--- config.mk ---
export PLATFORM = sky130hd
export DESIGN_NAME = onehot_step_seq
export DESIGN_NICKNAME = d
export VERILOG_FILES = /design/src/rtl/onehot_step_pkg.sv /design/src/rtl/onehot_dec.sv /design/src/rtl/onehot_step_seq.sv
export SDC_FILE = /design/constraint.sdc
export NUM_CORES = 1
export LEC_CHECK = 0
export ABC_AREA = 1
export BUFFER_PORTS_ARGS = -buffer_cell sky130_fd_sc_hd__buf_4
export CORE_MARGIN = 1.5
export CORE_UTILIZATION = 53
export CTS_BUF_LIST = sky130_fd_sc_hd__clkbuf_16
export DETAILED_ROUTE_END_ITERATION = 8
export PLACE_DENSITY = 0.83
export SLEW_MARGIN = 20
export SYNTH_ARGS = -nofsm -noshare
export SYNTH_HDL_FRONTEND = slang
export SYNTH_SLANG_ARGS = --single-unit
--- constraint.sdc ---
create_clock -name clock -period 4.05 [get_ports clock]
set_input_delay 0.2025 -clock clock [delete_from_list [all_inputs] [get_ports clock]]
set_output_delay 0.2025 -clock clock [all_outputs]
set_load 0.02 [all_outputs]
--- src/rtl/onehot_step_pkg.sv ---
// onehot_step_pkg
//   Shared types and helpers for the one-hot timing-step generator.
//   - step_mode_e   : end-of-sequence behaviour (wrap to 0 or stop and flag done)
//   - onehot_decode : code -> one-hot vector, all-zero for codes >= valid_codes
//   - params_ok     : parameter legality, used for elaboration-time checks
package onehot_step_pkg;

   typedef enum logic {
      MODE_WRAP = 1'b0,
      MODE_STOP = 1'b1
   } step_mode_e;

   // Widest select/decode the helpers support; callers slice down to OUT_W.
   localparam int MAX_SEL_W = 8;
   localparam int MAX_OUT_W = 1 << MAX_SEL_W;

   function automatic logic [MAX_OUT_W-1:0] onehot_decode(
      input logic [MAX_SEL_W-1:0] code,
      input int                   valid_codes
   );
      if (int'(code) < valid_codes)
         return {{(MAX_OUT_W-1){1'b0}}, 1'b1} << code;
      else
         return '0;
   endfunction

   function automatic bit params_ok(input int sel_w, input int out_w, input int valid_codes);
      return (sel_w >= 1) && (sel_w <= MAX_SEL_W) &&
             (out_w >= 1) && (out_w <= (1 << sel_w)) &&
             (valid_codes >= 1) && (valid_codes <= out_w);
   endfunction

endpackage

--- src/rtl/onehot_dec.sv ---
// onehot_dec
//   Purely combinational one-hot decoder.
//   code : SEL_W-bit select
//   t    : OUT_W-bit one-hot, bit <code> set when code < VALID_CODES, else zero
module onehot_dec
   import onehot_step_pkg::*;
#(
   parameter int SEL_W       = 4,
   parameter int OUT_W       = 16,
   parameter int VALID_CODES = 10
) (
   input  logic [SEL_W-1:0] code,
   output logic [OUT_W-1:0] t
);

   logic [MAX_SEL_W-1:0] code_x;

   assign code_x = MAX_SEL_W'(code);
   assign t      = OUT_W'(onehot_decode(code_x, VALID_CODES));

endmodule

--- src/rtl/onehot_step_seq.sv ---
// onehot_step_seq
//   Step counter feeding a registered one-hot decoder; produces the T0..Tn
//   control strobes for the control FSM.
//   clock      : rising-edge clock
//   resetn     : asynchronous active-low reset
//   en         : advance one step
//   clr        : restart at step 0 (highest priority)
//   ld/ld_step : load an arbitrary step value (may be out of range)
//   last_step  : runtime final step, clamped to VALID_CODES-1
//   mode       : 0 = wrap at the final step, 1 = stop there and raise done
//   step       : current step (registered)
//   t          : one-hot decode of step, same flop stage as step
//   wrap       : one-cycle pulse when en returned the counter to 0
//   done       : STOP mode reached the final step; cleared only by clr/ld
//   range_err  : step holds a code >= VALID_CODES
module onehot_step_seq
   import onehot_step_pkg::*;
#(
   parameter int SEL_W       = 4,
   parameter int OUT_W       = 16,
   parameter int VALID_CODES = 10
) (
   input  logic             clock,
   input  logic             resetn,
   input  logic             en,
   input  logic             clr,
   input  logic             ld,
   input  logic [SEL_W-1:0] ld_step,
   input  logic [SEL_W-1:0] last_step,
   input  logic             mode,
   output logic [SEL_W-1:0] step,
   output logic [OUT_W-1:0] t,
   output logic             wrap,
   output logic             done,
   output logic             range_err
);

   generate
      if (!params_ok(SEL_W, OUT_W, VALID_CODES)) begin : g_bad_params
         $error("onehot_step_seq: illegal SEL_W/OUT_W/VALID_CODES combination");
      end
   endgenerate

   localparam logic [SEL_W-1:0] LAST_VALID = SEL_W'(VALID_CODES - 1);

   logic [SEL_W-1:0] eff_last;
   logic [SEL_W-1:0] step_n;
   logic [OUT_W-1:0] t_n;
   logic             wrap_n;
   logic             done_n;
   logic             range_err_n;

   // last_step is used live every cycle; nothing latches it.
   assign eff_last = (last_step < LAST_VALID) ? last_step : LAST_VALID;

   always_comb begin
      step_n = step;
      done_n = done;
      wrap_n = 1'b0;
      if (clr) begin
         step_n = '0;
         done_n = 1'b0;
      end else if (ld) begin
         step_n = ld_step;
         done_n = 1'b0;
      end else if (en && !done) begin
         // Once done is set, en is ignored regardless of the current mode.
         if (step < eff_last) begin
            step_n = step + SEL_W'(1);
         end else if (step > eff_last) begin
            // Beyond the end (loaded high or last_step lowered): restart.
            step_n = '0;
            wrap_n = 1'b1;
         end else if (step_mode_e'(mode) == MODE_STOP) begin
            done_n = 1'b1;
         end else begin
            step_n = '0;
            wrap_n = 1'b1;
         end
      end
   end

   assign range_err_n = (step_n > LAST_VALID);

   // Decode the next step so t lands in the same flop stage as step.
   onehot_dec #(
      .SEL_W       (SEL_W),
      .OUT_W       (OUT_W),
      .VALID_CODES (VALID_CODES)
   ) u_dec (
      .code (step_n),
      .t    (t_n)
   );

   always_ff @(posedge clock or negedge resetn) begin
      if (!resetn) begin
         step      <= '0;
         t         <= OUT_W'(1);
         wrap      <= 1'b0;
         done      <= 1'b0;
         range_err <= 1'b0;
      end else begin
         step      <= step_n;
         t         <= t_n;
         wrap      <= wrap_n;
         done      <= done_n;
         range_err <= range_err_n;
      end
   end

endmodule

==> metrics.csv <==
stage;metric;value;unit
global_routing;grt_max_degree;24;
global_routing;grtUsageMet2;38.7;%
global_routing;grt_use_total;22.0;%
status;status;complete, no violations;
worst_setup_path;critPathBufInv;0;
worst_setup_path;path_class;reg2reg;
final_layout;fin_nets;186;
worst_setup_path;cp.arrival;2.03;ns
routing;wl_per_cell;12.0;µm
worst_hold_path;whs_endpoint;wrap;
clock_tree;postCtsHoldBufs;1;
worst_setup_path;crit_chain;ha_1, a21oi_4, nand2_4, nand2_4, nand3_1, nand2_1, nand2_1, nand2_2, nand2_2, nor2_1;
routing;vias_per_cell;4.70;
clock_tree;cts_buffers;3;
die;ios;37;
power;power_density;379;nW/µm²
worst_hold_path;hold_class;in2reg;
placement;dp_hpwl;1.77;mm
power;vdd_drop_max;0.000281;V
power;p_int;0.423;mW
sta;final.min_clock_period;1.85;ns
die;core-area;2000;µm²
clock_tree;clk_path_buf_depth;2;
worst_setup_path;path_max_fanout;7;
placement;place_congestion;0.813;
worst_hold_path;hold_depth;4;
power;swShare;28.0;%
clock_tree;cts.sinks;23;
clock_tree;clkTransAtPathRegs;0.06;ns
logic_synthesis;syn_area;1140;µm²
routing;drt_pass1_iterations;4;
routing;vias;907;
routing;ant_nets;0;
clock_tree;cts_tree;done;
routing;wl;2.31;mm
logic_synthesis;synth_cell_types;20;
worst_setup_path;crit_slowest_cell;dfrtp_1;
global_routing;grt_use_met3;3.68;%
sta;setup_violations;0;
placement;dp.cells;188;
worst_setup_path;r2r_slack;2.20;ns
die;die_w;49.4;µm
worst_setup_path;worstReg2RegStart;step[3];
worst_setup_path;slowest_delay;0.42;ns
sta;hold_viol;0;
global_routing;use_met1;27.5;%
placement;pre_cts_ws;2.09;ns
sta;slew_viol_final;0;
sta;rsz0062_at_grt;no;
logic_synthesis;ys_ff_latch;23;
power;p_leak;0.878;nW
clock_tree;htree_levels;1;
power;p_switching;0.165;mW
logic_synthesis;synthCells;120;
logic_synthesis;synth_area_per_cell;9.50;µm²
worst_hold_path;min_from;clr;
power;power;0.588;mW
sta;timing.fmax;541;MHz
final_layout;fin_cells;193;
global_routing;gr-max-usage-layer;met2;
die;initial_utilization;56.9;%
worst_setup_path;start_kind;flip-flop;
power;p_clk_share;36.4;%
die;num_rows;16;
logic_synthesis;yosysSeqAreaShare;50.6;%
global_routing;antenna_found_initial;0;
final_layout;area.growth.synth_to_final;36.2;%
global_routing;globalRouteOverflowTotal;0;
clock_tree;cts_setup_buffers;0;
sta;min_period_over_period;45.6;%
clock_tree;cts-root-buf;clkbuf_16;
global_routing;grt_pass1_vias;893;
worst_setup_path;reg2reg_depth;10;
sta;fin_setup_tns;0;ns
worst_setup_path;worstSetupEndpointType;flip-flop;
global_routing;grt_pass1_wl;3.97;mm
clock_tree;clk_latency;0.26;ns
sta;clock_skew;0.00446;ns
final_layout;layout-drive-gt1-share;40.4;%
die;die_area;2440;µm²
worst_setup_path;cpLargestDelayFamily;simple AND/OR/NAND/NOR gates;
worst_setup_path;reg2reg_to;t[0];
routing;drc;0;
final_layout;antennaDiodeCount;0;
power;combPwrFrac;21.1;%
sta;fin_ws;2.20;ns
final_layout;utilization;77.6;%
placement;port_buffers;36;
power;power_frac_seq;42.5;%
logic_synthesis;synth_warnings;0;
worst_setup_path;crit_required;4.23;ns
die;die-height;49.4;µm
routing;drt_iter0_markers;10;
clock_tree;cts_resized;0;
job;maxCapViolCount;0;
-- power groups by stage --
stage / combinational [mW] / clock (mW) / sequential [mW]
3_5_place_dp: 0.123 / 0 / 0.254
3_3_place_gp: 0.119 / 0 / 0.254
2_1_floorplan: 0.0626 / 0 / 0.269
6_report: 0.124 / 0.214 / 0.250
5_1_grt: 0.137 / 0.229 / 0.251
4_1_cts: 0.125 / 0.214 / 0.250
-- cell usage after synthesis --
master / count / area share (%)
nand3_2: 2 / 1.8
a21oi_1: 2 / 0.88
nand3_1: 6 / 2.6
inv_1: 18 / 5.9
nor2_1: 14 / 4.6
dfrtp_1: 22 / 48
ha_1: 5 / 5.5
inv_2: 2 / 0.66
conb_1: 1 / 0.33
nand2_1: 14 / 4.6
nand2_2: 11 / 6.0
a21oi_4: 1 / 1.4
o21bai_1: 1 / 0.66
dfstp_2: 1 / 2.3
o21ai_0: 4 / 1.8
nand2_4: 6 / 5.9
nand4_1: 5 / 2.7
nor2_4: 2 / 2.0
nor3_1: 1 / 0.44
clkinv_4: 2 / 1.5
-- cells by family (layout without fill, tap and decap cells) --
kind of cell	count (synthesis)	count (layout)	synth area share (%)
AO/OA/AOI/OAI	8	8	4.72
adder cells (fa/ha/maj)	5	5	5.49
buffers and inverters	22	63	8.12
flip-flops	23	23	50.6
other	1	6	0.329
AND/OR/NAND/NOR	61	61	30.7
-- through the flow --
stage | hold WS, ns | instance area [µm²]
3_3_place_gp | 0.0990 | 1460
4_1_cts | 0.267 | 1550
3_5_place_dp | 0.106 | 1460
6_report | 0.270 | 1550
5_1_grt | 0.314 | 1550
2_1_floorplan | -0.0931 | 1160
-- worst reg2reg max path, delay by kind of cell, from the launching register on --
| kind | cells | cell delay (ns) |
|---|---|---|
| AOI/OAI and AO/OA | 1 | 0.27 |
| adders and majority gates | 1 | 0.37 |
| DFF | 1 | 0.42 |
| and+or+nand+nor | 8 | 0.73 |
-- cell usage in the layout (no fill, tap or decap), types with 2 or more instances in the layout --
cell and instances:
ha_1 5, buf_4 36, clkbuf_16 3, o21ai_0 4, clkinv_4 2, conb_1 6
nand2_1 14, nor2_1 14, nand4_1 5, nand2_2 11, nand3_1 6, nand3_2 2
inv_2 2, nor2_4 2, a21oi_1 2, dfrtp_1 22, nand2_4 6, inv_1 18
-- layer usage --
layer / wire length (µm) / vias to the layer above
li1: - / 460
met1: 1010 / 415
met2: 1190 / 28
met3: 90 / 4
met4: 27 / 0
met5: 0 / -
-- worst max-delay path by stage --
stage | from | end | slack (ns) | cells past startpoint
6_report | step[3] | t[0] | 2.20 | 10
5_1_grt | step[0] | t[8] | 2.06 | 12
4_1_cts | step[3] | t[3] | 2.20 | 10
3_5_place_dp | last_step[2] | t[3] | 2.09 | 15
3_3_place_gp | last_step[2] | t[3] | 2.18 | 15
2_1_floorplan | step[3] | t[1] | 2.32 | 12
-- final cells by class --
class / instances / area, µm²
Multi-Input combinational cell: 80 / 489
Fill cell: 155 / 449
Tap cell: 27 / 33.8
Timing Repair Buffer: 37 / 280
Clock inverter: 1 / 5.00
Inverter: 22 / 92.6
Sequential cell: 23 / 577
Clock buffer: 3 / 75.1
-- sequential cells by signal, summed over array words and instances, names as in the netlist --
name	count
done	1
range_err	1
step	4
t	16
wrap	1
Note: power is estimated with default switching activity, not from simulation.
